`config.mk`:
```
export PLATFORM = sky130hd
export DESIGN_NAME = branch_predictor
export DESIGN_NICKNAME = d
export VERILOG_FILES = /design/src/rtl/branch_predictor.sv
export SDC_FILE = /design/constraint.sdc
export NUM_CORES = 1
export LEC_CHECK = 0
export CAP_MARGIN = 40
export CORE_ASPECT_RATIO = 2
export CORE_UTILIZATION = 35
export DETAILED_ROUTE_END_ITERATION = 8
export SYNTH_ARGS = -nofsm -noshare
export SYNTH_HDL_FRONTEND = slang
export SYNTH_SLANG_ARGS = --single-unit
export TNS_END_PERCENT = 100
```
`constraint.sdc`:
```
create_clock -name clk -period 3.7 [get_ports clk]
set_input_delay 0.925 -clock clk [delete_from_list [all_inputs] [get_ports clk]]
set_output_delay 0.925 -clock clk [all_outputs]
set_load 0.1 [all_outputs]
```
`src/rtl/branch_predictor.sv`:
```
// Bimodal branch history table of 2-bit saturating counters with registered
// mispredict / illegal-funct3 pulses and saturating performance counters.
module branch_predictor #(
   parameter int IDX_BITS  = 6,
   parameter int CNT_WIDTH = 32
) (
   input  logic                 clk,
   input  logic                 rst_n,
   input  logic [31:0]          fetch_pc,
   output logic                 pred_taken,
   input  logic                 upd_valid,
   input  logic [31:0]          upd_pc,
   input  logic [2:0]           upd_funct3,
   input  logic                 upd_br_en,
   input  logic                 upd_pred_taken,
   output logic                 mispredict,
   output logic                 illegal_branch,
   output logic [CNT_WIDTH-1:0] br_count,
   output logic [CNT_WIDTH-1:0] mispred_count
);

   localparam int                   ENTRIES = 1 << IDX_BITS;
   localparam logic [CNT_WIDTH-1:0] CNT_ONE = {{(CNT_WIDTH-1){1'b0}}, 1'b1};

   logic [1:0]           r_bht [ENTRIES];
   logic                 r_mispredict;
   logic                 r_illegal;
   logic [CNT_WIDTH-1:0] r_br_count;
   logic [CNT_WIDTH-1:0] r_mispred_count;

   logic [IDX_BITS-1:0]  w_fetch_idx;
   logic [IDX_BITS-1:0]  w_upd_idx;
   logic                 w_illegal;
   logic                 w_legal;
   logic                 w_mispred;
   logic                 w_unused;

   assign w_fetch_idx = fetch_pc[IDX_BITS+1:2];
   assign w_upd_idx   = upd_pc[IDX_BITS+1:2];
   assign w_illegal   = upd_valid && (upd_funct3 == 3'b010 || upd_funct3 == 3'b011);
   assign w_legal     = upd_valid && !w_illegal;
   assign w_mispred   = w_legal && (upd_br_en != upd_pred_taken);

   // Upper PC bits alias by design and the low two bits are byte offset.
   assign w_unused = ^{fetch_pc[31:IDX_BITS+2], fetch_pc[1:0],
                       upd_pc[31:IDX_BITS+2], upd_pc[1:0]};

   // Read is the pre-update value: no write-to-read bypass.
   assign pred_taken     = rst_n & r_bht[w_fetch_idx][1];
   assign mispredict     = r_mispredict;
   assign illegal_branch = r_illegal;
   assign br_count       = r_br_count;
   assign mispred_count  = r_mispred_count;

   always_ff @(posedge clk or negedge rst_n) begin
      if (!rst_n) begin
         for (int i = 0; i < ENTRIES; i++) begin
            r_bht[i] <= 2'b01;
         end
         r_mispredict    <= 1'b0;
         r_illegal       <= 1'b0;
         r_br_count      <= '0;
         r_mispred_count <= '0;
      end else begin
         r_mispredict <= w_mispred;
         r_illegal    <= w_illegal;
         if (w_legal) begin
            if (upd_br_en && r_bht[w_upd_idx] != 2'b11) begin
               r_bht[w_upd_idx] <= r_bht[w_upd_idx] + 2'd1;
            end else if (!upd_br_en && r_bht[w_upd_idx] != 2'b00) begin
               r_bht[w_upd_idx] <= r_bht[w_upd_idx] - 2'd1;
            end
            if (!(&r_br_count)) begin
               r_br_count <= r_br_count + CNT_ONE;
            end
            if (w_mispred && !(&r_mispred_count)) begin
               r_mispred_count <= r_mispred_count + CNT_ONE;
            end
         end
      end
   end

endmodule

```
==> flow_summary.json <==
{
  "synth_xor_area_share_pct": 5.160,
  "cts_made_buffers": 17,
  "postLayoutCellArea_um2": 14200,
  "track_usage_pct": 22.09,
  "wl_per_cell_um": 21.40,
  "fin_cells": 1462,
  "antenna_found_initial": 0,
  "critPathLaunchType": "primary input",
  "fp-row-count": 88,
  "h-tree-depth": 4,
  "drv_slew": 0,
  "outcome": "finished, violations left",
  "async_flop_share_pct": 100.0,
  "hpwlAfterDp_um": 22190,
  "place_area_um2": 12450,
  "path_cells": "buf_12, buf_12, buf_8, buf_6, nor4b_4, a31oi_1, nand3_2, a221oi_2, o211ai_1, or4_4, ha_4, mux2i_4, nand3_2, nor2_4, buf_12, nand2_8, buf_12, nor2_4, mux2_4",
  "hold_path_class": "primary input to async pin",
  "die_area_um2": 29830,
  "synth_area_um2": 10180,
  "drt_wl_total_um": 31280,
  "drt-initial-drc-count": 292,
  "timing.final.ws_setup_ns": -0.08877,
  "fp.coreArea_um2": 28740,
  "cts_hold_buf": 0,
  "synth_edf_count": 0,
  "start_util_pct": 35.44,
  "ys_top_cells_by_area": "dfrtp_1, dfstp_2, mux2_2",
  "yosysTopAreaCell": "dfrtp_1",
  "clk_latency_ns": 0.46,
  "syn_to_final_growth_pct": 39.42,
  "synth_commonest_cells": "dfrtp_1, mux2_2, nor2_1, dfstp_2, nand2_1",
  "max_cap_violations": 0,
  "ys_seq_area_share_pct": 48.45,
  "num-nets-final": 1165,
  "synth_mux_area_share_pct": 21.71,
  "maxSlewHeadroom_pct": 51.18,
  "globalplace.congestion": 0.8638,
  "port_buffers": 85,
  "antenna_left": 0,
  "grt_max_degree": 61,
  "cp_common_cell": "buf_12",
  "grt_setup_unrepaired": "yes",
  "dpl.cell_count": 1405,
  "yosysUniqueCellTypes": 68,
  "syn_inst": 873,
  "io_pins": 139,
  "final_layout_size_suffix_gt1_share_pct": 52.81,
  "grt_overflow": 0,
  "hold_viol_final": 0,
  "avgSynthCellArea_um2": 11.67,
  "finalClockSkew_ns": 0.01047,
  "yosys.cell_count.top_type": "dfrtp_1",
  "min_period_ns": 3.789,
  "cp.arrival_ns": 4.14,
  "yosysTopAreaCellShare_pct": 31.94,
  "synth_simple_gate_area_share_pct": 13.46,
  "mappedNetlistNets": 949,
  "cts_tree": "yes",
  "synth_top_family_by_area": "multiplexers",
  "critPathCaptureType": "flip-flop",
  "tns_ns": -1.465,
  "finalSetupViolCount": 45,
  "firstDrtPassIters": 6,
  "power_leakage_nw": 6.083,
  "yosys_warnings": 0,
  "clkTransAtPathRegs_ns": 0.07,
  "cp_max_fo": 7,
  "ir_drop_v": 0.0004413,
  "p_per_area_nw_per_um2": 439.4,
  "fmax_ghz": 0.2639,
  "violations": "DRC, setup timing",
  "critical_path_class": "primary input to flip-flop",
  "finalCritPeriodShare_pct": 102.4,
  "cpMaxStageDelayCell": "or4_4",
  "dr_total_vias": 7891,
  "remaining_drc_errors": 2,
  "cp.required_ns": 4.05,
  "critPathMaxStageDelay_ns": 0.45,
  "vias_per_cell": 5.397,
  "clockRootBuffer": "clkbuf_16",
  "synthFlopType": "dfrtp_1",
  "path_buf_inv": 6,
  "synth-seq-cells": 194,
  "insertedDiodeCount": 0,
  "synthAdderAreaFrac_pct": 0.4914,
  "critical_path.top_delay_family": "simple AND/OR/NAND/NOR gates",
  "cts.path.max_buffers": 2,
  "die_w_um": 122.6,
  "dieHeight_um": 243.2,
  "cts_num_sinks": 194,
  "grt_pass1_wl_um": 48720,
  "grt_pass1_vias": 8543,
  "synth_compound_area_share_pct": 7.912,
  "tightest_slew_ns": 0.7324
}
[cells in the final DEF (no fill, tap or decap), types with 34 or more instances in the layout]
cell type | Yosys | final
dfrtp_1 | 130 | 130
dfstp_2 | 64 | 64
xnor2_1 | 36 | 35
buf_4 | 1 | 160
nand2_1 | 50 | 42
nand3_1 | 39 | 34
mux2_4 | 3 | 39
mux2_2 | 122 | 88
nor2_1 | 100 | 40
nor2_4 | 0 | 49
[final cells by class]
cell class | count | area [µm²]
Clock inverter | 15 | 153.9
Fill cell | 2521 | 14540
Tap cell | 360 | 450.4
Clock buffer | 17 | 425.4
Sequential cell | 194 | 4935
Multi-Input combinational cell | 627 | 5799
Timing Repair Buffer | 240 | 2402
Inverter | 9 | 33.78
[worst register-to-register path: stages (launching register included)]
cell and delay [ns]:
dfrtp_1 0.42, mux2_4 0.27, a22o_1 0.23, a22oi_2 0.14
o21a_1 0.21, o22ai_2 0.11, or4_4 0.56, ha_4 0.19
mux2i_4 0.16, nand3_2 0.11, nor2_4 0.15, buf_12 0.16
nand2_8 0.06, buf_12 0.15, nor2_4 0.13, mux2_4 0.31
[where the power goes]
group          leakage (nW)  internal [mW]  total [mW]  switching, mW
Clock                 0.278          0.946        1.85          0.901
Combinational          3.38          0.665        1.73           1.07
Sequential             2.43           2.43        2.66          0.228
Total                  6.08           4.04        6.24           2.20
[stage by stage]
stage / hold WS, ns / utilization (%) / power (mW) / worst slack (ns)
floorplan: 0.4440 / - / 3.694 / -0.2792
global placement: 0.4540 / 42.46 / 4.212 / -0.9838
detailed placement: 0.4643 / 43.33 / 4.272 / -1.065
CTS: 0.3138 / 48.16 / 6.232 / -0.06849
global route: 0.3273 / 49.41 / 6.485 / -0.2198
finish: 0.3254 / 49.41 / 6.239 / -0.08877
[final timing paths]
| kind | start | end | slack, ns | cells past startpoint |
|---|---|---|---|---|
| hold reg to reg | flip-flop | flip-flop | 0.47 | 2 |
| max in group asynchronous | rst_n | br_count[19] | 1.67 | 3 |
| setup / recovery | upd_pc[3] | r_bht[105] | -0.09 | 19 |
| setup reg to reg | r_bht[17] | r_bht[105] | 0.24 | 15 |
| min in group clk | flip-flop | flip-flop | 0.47 | 2 |
| hold / removal | rst_n | r_bht[83] | 0.33 | 1 |
[per-layer routing]
layer / vias to the layer above / share of wire [%] / GRT usage, %
li1: 3605 / - / -
met1: 3973 / 35 / 22.26
met2: 213 / 55 / 40.12
met3: 100 / 3.2 / 3.924
met4: 0 / 7.0 / 14.89
met5: - / 0 / 0
[what timing repair did]
| action | CTS | global route |
|---|---|---|
| pin swaps | 22 | 21 |
| gates resized for setup | 149 | 79 |
| cloned | 4 | 0 |
| endpoints found under the setup margin | 129 | 125 |
| setup buffers | 15 | 7 |
[cell families (layout without fill, tap and decap cells)]
family | Yosys count | after routing
AOI/OAI and AO/OA | 110 | 110
xor gates and xnor gates | 60 | 60
adders and majority gates | 4 | 4
buffers and inverters | 53 | 281
DFF | 194 | 194
muxes | 176 | 176
and+or+nand+nor | 276 | 277
Power figures use the tool's default switching activity.
